$ cat src/rtl/cmd_sequencer.sv
// cmd_sequencer: frames a command byte stream into CTRL / CLRSTAT / WRITE commands,
// drives the core register bus and the run-enable bits for capture and sequencer.
// Latency: reg_wr one cycle after the address byte; enables one cycle after the value byte.
// Backpressure: cmd_busy is high while a write waits for reg_ack; strobes then are dropped and set overrun.
//
// Ports:
//   clk, reset_n          core clock, synchronous active-low reset
//   cmd_in/cmd_wr         command byte and strobe (accepted when cmd_busy=0)
//   cmd_busy              write outstanding
//   reg_addr/reg_data     register write address/data, stable while reg_wr=1
//   reg_wr/reg_ack        write request held until acknowledged
//   capture_en, seq_en    run enables
//   err_opcode/length/timeout  registered single-cycle error pulses
//   overrun               sticky dropped-byte flag, cleared by CLRSTAT

module cmd_sequencer #(
    parameter int TIMEOUT = 1024
) (
    input  logic        clk,
    input  logic        reset_n,
    input  logic [7:0]  cmd_in,
    input  logic        cmd_wr,
    output logic        cmd_busy,
    output logic [7:0]  reg_addr,
    output logic [31:0] reg_data,
    output logic        reg_wr,
    input  logic        reg_ack,
    output logic        capture_en,
    output logic        seq_en,
    output logic        err_opcode,
    output logic        err_length,
    output logic        err_timeout,
    output logic        overrun
);

    localparam int TW = $clog2(TIMEOUT + 1);

    localparam logic [7:0] OP_CTRL    = 8'h01;
    localparam logic [7:0] OP_CLRSTAT = 8'h02;
    localparam logic [7:0] OP_WRITE   = 8'h05;

    typedef enum logic [2:0] {
        S_IDLE,
        S_CTRL_TGT,
        S_CTRL_VAL,
        S_WR_LEN,
        S_WR_DATA,
        S_WR_ADDR,
        S_WR_ISSUE
    } state_t;

    state_t        state_q, state_d;
    logic [TW-1:0] tmo_q, tmo_d;
    logic [1:0]    tgt_q, tgt_d;
    logic [2:0]    len_q, len_d;
    logic [2:0]    cnt_q, cnt_d;
    logic [31:0]   data_q, data_d;
    logic [7:0]    addr_q, addr_d;
    logic          wr_q, wr_d;
    logic          cap_q, cap_d;
    logic          seq_q, seq_d;
    logic          eop_q, eop_d;
    logic          elen_q, elen_d;
    logic          eto_q, eto_d;
    logic          ovr_q, ovr_d;

    logic          accept;
    logic          in_frame;
    logic          tmo_hit;
    logic [TW-1:0] tmo_inc;
    logic [2:0]    cnt_inc;

    // cmd_busy is exactly the outstanding write request.
    assign accept   = cmd_wr && !wr_q;
    // States where the inter-byte timeout runs; IDLE and WR_ISSUE freeze it.
    assign in_frame = (state_q != S_IDLE) && (state_q != S_WR_ISSUE);
    assign tmo_inc  = tmo_q + TW'(1);
    // A byte on the expiring edge wins over the timeout.
    assign tmo_hit  = in_frame && !accept && (tmo_inc == TW'(TIMEOUT));
    assign cnt_inc  = cnt_q + 3'd1;

    always_comb begin
        state_d = state_q;
        tmo_d   = tmo_q;
        tgt_d   = tgt_q;
        len_d   = len_q;
        cnt_d   = cnt_q;
        data_d  = data_q;
        addr_d  = addr_q;
        wr_d    = wr_q;
        cap_d   = cap_q;
        seq_d   = seq_q;
        eop_d   = 1'b0;
        elen_d  = 1'b0;
        eto_d   = 1'b0;
        ovr_d   = ovr_q;

        // Dropped byte: flag it, leave framing state untouched.
        if (cmd_wr && wr_q) begin
            ovr_d = 1'b1;
        end

        if (in_frame) begin
            if (accept || tmo_hit) begin
                tmo_d = '0;
            end else begin
                tmo_d = tmo_inc;
            end
        end

        case (state_q)
            S_IDLE: begin
                if (accept) begin
                    case (cmd_in)
                        OP_CTRL:    state_d = S_CTRL_TGT;
                        OP_WRITE:   state_d = S_WR_LEN;
                        OP_CLRSTAT: ovr_d   = 1'b0;
                        default:    eop_d   = 1'b1;
                    endcase
                end
            end

            S_CTRL_TGT: begin
                if (accept) begin
                    tgt_d   = cmd_in[1:0];
                    state_d = S_CTRL_VAL;
                end
            end

            S_CTRL_VAL: begin
                if (accept) begin
                    // target 0 is a legal no-op.
                    if (tgt_q[0]) begin
                        cap_d = cmd_in[0];
                    end
                    if (tgt_q[1]) begin
                        seq_d = cmd_in[0];
                    end
                    state_d = S_IDLE;
                end
            end

            S_WR_LEN: begin
                if (accept) begin
                    if ((cmd_in >= 8'd1) && (cmd_in <= 8'd4)) begin
                        len_d   = cmd_in[2:0];
                        cnt_d   = 3'd0;
                        data_d  = 32'd0;
                        state_d = S_WR_DATA;
                    end else begin
                        elen_d  = 1'b1;
                        state_d = S_IDLE;
                    end
                end
            end

            S_WR_DATA: begin
                if (accept) begin
                    // MSB-first shift; short writes leave upper bytes zero.
                    data_d = {data_q[23:0], cmd_in};
                    cnt_d  = cnt_inc;
                    if (cnt_inc == len_q) begin
                        state_d = S_WR_ADDR;
                    end
                end
            end

            S_WR_ADDR: begin
                if (accept) begin
                    addr_d  = cmd_in;
                    wr_d    = 1'b1;
                    state_d = S_WR_ISSUE;
                end
            end

            S_WR_ISSUE: begin
                // reg_wr is high throughout this state, so ack is only looked at here.
                if (reg_ack) begin
                    wr_d    = 1'b0;
                    state_d = S_IDLE;
                end
            end

            default: state_d = S_IDLE;
        endcase

        // Abort a stalled frame; partial write data is discarded.
        if (tmo_hit) begin
            eto_d   = 1'b1;
            data_d  = 32'd0;
            state_d = S_IDLE;
        end
    end

    always_ff @(posedge clk) begin
        if (!reset_n) begin
            state_q <= S_IDLE;
            tmo_q   <= '0;
            tgt_q   <= 2'd0;
            len_q   <= 3'd0;
            cnt_q   <= 3'd0;
            data_q  <= 32'd0;
            addr_q  <= 8'd0;
            wr_q    <= 1'b0;
            cap_q   <= 1'b0;
            seq_q   <= 1'b0;
            eop_q   <= 1'b0;
            elen_q  <= 1'b0;
            eto_q   <= 1'b0;
            ovr_q   <= 1'b0;
        end else begin
            state_q <= state_d;
            tmo_q   <= tmo_d;
            tgt_q   <= tgt_d;
            len_q   <= len_d;
            cnt_q   <= cnt_d;
            data_q  <= data_d;
            addr_q  <= addr_d;
            wr_q    <= wr_d;
            cap_q   <= cap_d;
            seq_q   <= seq_d;
            eop_q   <= eop_d;
            elen_q  <= elen_d;
            eto_q   <= eto_d;
            ovr_q   <= ovr_d;
        end
    end

    assign cmd_busy    = wr_q;
    assign reg_wr      = wr_q;
    assign reg_addr    = addr_q;
    assign reg_data    = data_q;
    assign capture_en  = cap_q;
    assign seq_en      = seq_q;
    assign err_opcode  = eop_q;
    assign err_length  = elen_q;
    assign err_timeout = eto_q;
    assign overrun     = ovr_q;

endmodule

$ cat config.mk
export PLATFORM = sky130hd
export DESIGN_NAME = cmd_sequencer
export DESIGN_NICKNAME = d
export VERILOG_FILES = /design/src/rtl/cmd_sequencer.sv
export SDC_FILE = /design/constraint.sdc
export NUM_CORES = 1
export LEC_CHECK = 0
export ABC_AREA = 0
export CORE_ASPECT_RATIO = 0.75
export CORE_UTILIZATION = 52
export CTS_CLUSTER_DIAMETER = 50
export CTS_CLUSTER_SIZE = 25
export DETAILED_ROUTE_END_ITERATION = 10
export GPL_ROUTABILITY_DRIVEN = 1
export PLACE_DENSITY_LB_ADDON = 0.15
export SLEW_MARGIN = 20
export SYNTH_ARGS = -nofsm -noshare
export SYNTH_HDL_FRONTEND = slang
export SYNTH_SLANG_ARGS = --single-unit
$ cat constraint.sdc
create_clock -name clk -period 2.7 [get_ports clk]
set_input_delay 0.405 -clock clk [delete_from_list [all_inputs] [get_ports clk]]
set_output_delay 0.405 -clock clk [all_outputs]
set_load 0.01 [all_outputs]
### After elaboration in Yosys (flattened, before gate mapping)

Index checks and enable logic that the tools add are counted.

* add/subtract/negate cells: 2
* $mul: 0
* divide/modulo/power cells: 0
* $lt $le $gt $ge: 2
* eq/ne operators: 22
* shifts and indexed selects: 0
* mux-type cells: 30
* bitwise gates (word level): 1
* reduce and logical (&&, ||, !) cells: 25

Operator list (count)
* $mux W32: 3
* $pmux W32 S2: 1
* $mux W3: 12
* $pmux W3 S7: 1
* $ne A2 B2 Y1 const B: 9
* $reduce_and A3 Y1: 6
* $pmux W3 S2: 2
* $add A11 B1 Y11 const B: 1
* $eq A11 B11 Y1 const B: 1
* $mux W11: 1
* $eq A3 B3 Y1 const B: 3
* $mux W1: 9
* $reduce_and A9 Y1: 1
* $eq A8 B1 Y1 const B: 1
* $eq A8 B2 Y1 const B: 1
* $eq A8 B3 Y1 const B: 1
* $ge A8 B1 Y1 const B: 1
* $le A8 B3 Y1 const B: 1
* $eq A3 B2 Y1 const B: 2
* $logic_and A1 B1 Y1: 6
* $reduce_and A2 Y1: 2
* $reduce_and A4 Y1: 1
* $reduce_bool A2 Y1: 2
* $add A3 B1 Y3 const B: 1
* other kinds (12): 13

* flip-flop bits (word level): 69
* latch bits: 0
* RAM bits: 0
* bits in read-only memories: 0
* input bits: 12
* output and inout port bits: 48
* word-level logic and storage cells: 96
* memories kept: 0

### Longest topological paths before layout

* depth in word-level cells: 7
* gate-level depth with buffers: 8
* mapped depth without buffers: 7

### Worst setup path after synthesis

Ideal clock, no wire load.

* path type: register -> register
* start point: register tmo_q[0]
* end point: register state_q[0]
* setup time: 114 ps
* arrival time: 1985 ps
* data required time: 2586 ps
* setup slack: 601 ps
* stages on the path, launching flop included: 9
* buffers on the path: 1
* period minus slack after synthesis: 2099 ps
* cell sequence: dfxtp_1 ha_1 nand4_1 or4_1 o311ai_2 nand4_2 nand2_4 buf_12 nor2_2

* longest elaborated chain between the ends: 4

RTL lines
* start, declared: RTL line 53 `logic [TW-1:0] tmo_q, tmo_d;`
* start signal, assigned: RTL line 213 `tmo_q <= tmo_d;`
* $add A11 B1 Y11: RTL line 77 `assign tmo_inc = tmo_q + TW'(1);`
* $eq A11 B11 Y1: RTL line 79 `assign tmo_hit = in_frame && !accept && (tmo_inc == TW'(TIMEOUT));`
* $logic_and A1 B1 Y1: RTL line 79
* $reduce_or A2 Y1 (no source line)
* end signal, assigned: RTL line 212 `state_q <= state_d;`
* end, declared: RTL line 52 `state_t state_q, state_d;`

No other way between the ends.
A chain may end at the register's enable or synchronous reset.

### Worst setup path after layout

* start point: register tmo_q[0]
* end point: register data_q[1] (netlist: reg_data[1])

* longest elaborated chain between the ends: 4

RTL lines
* $add A11 B1 Y11: RTL line 77
* $eq A11 B11 Y1: RTL line 79
* $logic_and A1 B1 Y1: RTL line 79
* $reduce_or A2 Y1 (no source line)
* end signal, assigned: RTL line 217 `data_q <= data_d;`
* end, declared: RTL line 57 `logic [31:0] data_q, data_d;`

No other way between the ends.

==> out/metrics.csv <==
stage,metric,value,unit
power_and_ir_drop,"IR drop worst, VDD",0.000314,V
clocking,# clock sinks,69,
clocking,TritonCTS buffer count,9,
clocking,clk buf depth,2,
timing,"Slew Viols, Final",0,
placement,Cells after DPL,509,
floorplanning,Die H,70.6,um
logic_synthesis,register area share after synthesis,0.424,
clocking,Clock Latency Late Sink,0.34,ns
detailed_routing,Vias per Instance,5.68,
job,MaxCap Viol Count,0,
power_and_ir_drop,Tot Pwr,1.91,mW
logic_synthesis,Synth area leaders,"dfxtp_1 (42%), a21oi_2 (7.8%), nand2_1 (7.0%), nand3_1 (6.6%), mux2i_1 (4.0%)",
timing,achievable frequency,395,MHz
detailed_routing,1st-pass router iterations,5,
worst_setup_path,crit end category,flop,
timing,Fin. Hold Viols,0,
clocking,cts hold-fix bufs,0,
hold_path,worst hold path type,flop to flop,
placement,Setup WS pre-CTS,0.194,ns
floorplanning,die area,0.00659,mm2
grt,remaining global-route overflow,0,
worst_setup_path,CP Data Required Time,2.92,ns
grt,global-route wire length before repair,13.1,mm
timing,skew final,0.00766,ns
placement,Post-DP HPWL,5.52,mm
timing,RSZ-0062 raised after global routing,false,
logic_synthesis,"Cell Area, Synth",0.00326,mm2
floorplanning,Initial Utilization,0.551,
outcome,status,finished clean,
timing,fin crit period,2.53,ns
logic_synthesis,Synth area leader,dfxtp_1,
floorplanning,# IOs,60,
power_and_ir_drop,P_leak,1.36,nW
grt,largest net degree at the start of global routing,34,
worst_setup_path,Critical Path Fanout Max,33,
detailed_routing,DR iter-0 viols,212,
detailed_routing,Post-route DRC,0,
floorplanning,Core Rows,24,
layout,diode count,0,
clocking,Post-CTS Setup Repair Bufs,0,
worst_setup_path,CP peak stage delay,0.57,ns
worst_setup_path,reg2reg setup slack,0.17,ns
layout,layout cells sized above 1,0.169,
logic_synthesis,Synth Warn #,0,
detailed_routing,drt total wl,7.90,mm
worst_setup_path,reg-to-reg critical path endpoint,reg_data[1]$_SDFFE_PP0P_,
worst_setup_path,CP max stage cell,or4_1,
layout,post-route insts no fill,523,
logic_synthesis,Syn Nets,398,
logic_synthesis,"EDFF count, synth",0,
clocking,CTS tree,built,
timing,Final Setup Violations,0,
timing,final worst setup slack,0.166,ns
worst_setup_path,CP Class,flop to flop,
detailed_routing,total number of vias,2969,
floorplanning,Die Wd,93.4,um
logic_synthesis,async set or reset register ratio after synthesis,0,
hold_path,Hold Crit Depth,2,
placement,Final Wtd Congestion,0.826,
timing,fin crit share,0.938,
worst_setup_path,reg2reg path depth,8,
clocking,H-tree levels,3,
logic_synthesis,synth unique cells,48,
timing,relative slew slack,0.492,
clocking,# resized after CTS,0,
detailed_routing,antenna-violating nets left,0,
logic_synthesis,Seq cells post-synth,69,
grt,vias in the first global route,2730,
power_and_ir_drop,Cell Pwr Density,466,mW/mm2
floorplanning,core area,0.00592,mm2
logic_synthesis,Post-synth top flop,dfxtp_1,
layout,Final nets,457,
logic_synthesis,average size of a mapped cell,8.51,um2
layout,synthesis-to-layout area growth,26.2,%
hold_path,Hold EP,reg_data[31]$_SDFFE_PP0P_,
worst_setup_path,"Critical Path, Cell by Cell",ha_1 > nand4_1 > or4_1 > o311ai_2 > nand4_2 > nand2_4 > buf_12 > a21oi_1,
worst_setup_path,critical path arrival,2.76,ns
worst_setup_path,Reg2Reg Launch Point,tmo_q[0]$_SDFFE_PN0P_,
timing,Worst Tran Pin Value,0.751,ns
logic_synthesis,Post-Synthesis Cells,383,
placement,Buffers on Ports,59,
logic_synthesis,top-area cell type share of the netlist area,0.424,
hold_path,Hold Startpoint,reg_data[31]$_SDFFE_PP0P_,
grt,gr usage total,0.254,
clocking,clk slew on worst S/H paths,0.07,ns
grt,initial antenna violation count,0,
timing,setup_tns,0,ns
detailed_routing,WL per Instance,15.1,um
worst_setup_path,type of origin of the critical path,flop,
clocking,CTS root buf,clkbuf_8,
## power by group
part           switching, mW  internal [mW]  total [mW]
combinational         0.0442         0.0316      0.0758
sequential          0.000383           1.02        1.02
clock                  0.380          0.440       0.820
total                  0.425           1.49        1.91
## metrics by stage
step | hold slack [ns] | util | area (um2)
2_1_floorplan | 0.452 | - | 3260
3_3_place_gp | 0.449 | 0.663 | 3930
3_5_place_dp | 0.456 | 0.663 | 3930
4_1_cts | 0.470 | 0.695 | 4110
5_1_grt | 0.483 | 0.695 | 4110
6_report | 0.464 | 0.695 | 4110
## worst max-delay path: cells and delay by family, from the launching register on
kind / cells / cell delay, ns
DFF: 1 / 0.46
AOI/OAI and AO/OA: 2 / 0.21
and+or+nand+nor: 4 / 1.15
buffers and inverters: 1 / 0.24
adders and majority gates: 1 / 0.35
## how the worst max path moves through the flow
stage / depth (start not counted) / start / endpoint / slack [ns]
after global routing: 8 / tmo_q[0]$_SDFFE_PN0P_ / reg_data[1]$_SDFFE_PP0P_ / 0.03
after global placement: 8 / cmd_in[6] / reg_data[5]$_SDFFE_PP0P_ / 0.18
after CTS: 8 / tmo_q[0]$_SDFFE_PN0P_ / reg_data[1]$_SDFFE_PP0P_ / 0.21
after floorplan: 8 / tmo_q[0]$_SDFFE_PN0P_ / state_q[0]$_SDFFE_PP0P_ / 0.60
after detailed placement: 8 / cmd_in[6] / reg_data[11]$_SDFFE_PP0P_ / 0.19
final: 8 / tmo_q[0]$_SDFFE_PN0P_ / reg_data[1]$_SDFFE_PP0P_ / 0.17
## final cells by class
cell class | instances | area, um2
Timing Repair Buffer | 78 | 746
Clock buffer | 10 | 138
Multi-Input combinational cell | 279 | 1680
Sequential cell | 69 | 1380
Inverter | 5 | 18.8
Fill cell | 492 | 1800
Tap cell | 78 | 97.6
Clock inverter | 4 | 50.0
## cells in the final DEF (no fill, tap or decap), types with 13 or more instances in the layout
cell,synthesis,layout
clkdlybuf4s50_1,0,59
mux2i_1,13,13
nor2_1,29,29
buf_4,1,18
a21oi_1,21,21
dfxtp_1,69,69
a21oi_2,29,29
nand3_1,43,43
nand2_1,61,61
## cell families after synthesis
family	count (synthesis)	share of synthesized area
flip-flops	69	0.424
buffers and inverters	35	0.0603
AO/OA/AOI/OAI	77	0.171
XOR/XNOR	8	0.0215
adder cells (fa/ha/maj)	3	0.0115
multiplexers	15	0.0468
AND/OR/NAND/NOR	176	0.265
## state kept, by name, indices dropped and copies added, names as in the netlist, 2 cells and up
register	cells
cnt_q	3
len_q	3
reg_addr	8
reg_data	32
state_q	3
tgt_q	2
tmo_q	11
## cell usage after synthesis, types with 2 or more instances
cell      number
nand4_1        5
or3_1          3
xnor2_1        4
o21ai_0       10
dfxtp_1       69
a21oi_1       21
and3_1         4
and2_1         2
nand4b_1       2
nor3_1         5
and4_1         2
clkbuf_1      16
a31oi_1        5
inv_1          5
nand2_1       61
o41ai_1        2
nor4_1         2
mux2i_1       13
buf_2         10
or4_1          3
xor2_1         4
nor2_1        29
nand3_1       43
buf_12         3
a211oi_1       2
nand2b_1       4
ha_1           3
mux2_2         2
a21oi_2       29
nand3b_1       2
## layer usage
metal  global-route usage  share of wire
met1                0.376           0.52
met2                0.350           0.40
met3               0.0763          0.074
met4               0.0838         0.0084
met5                    0              0
Power figures use the tool's default switching activity.
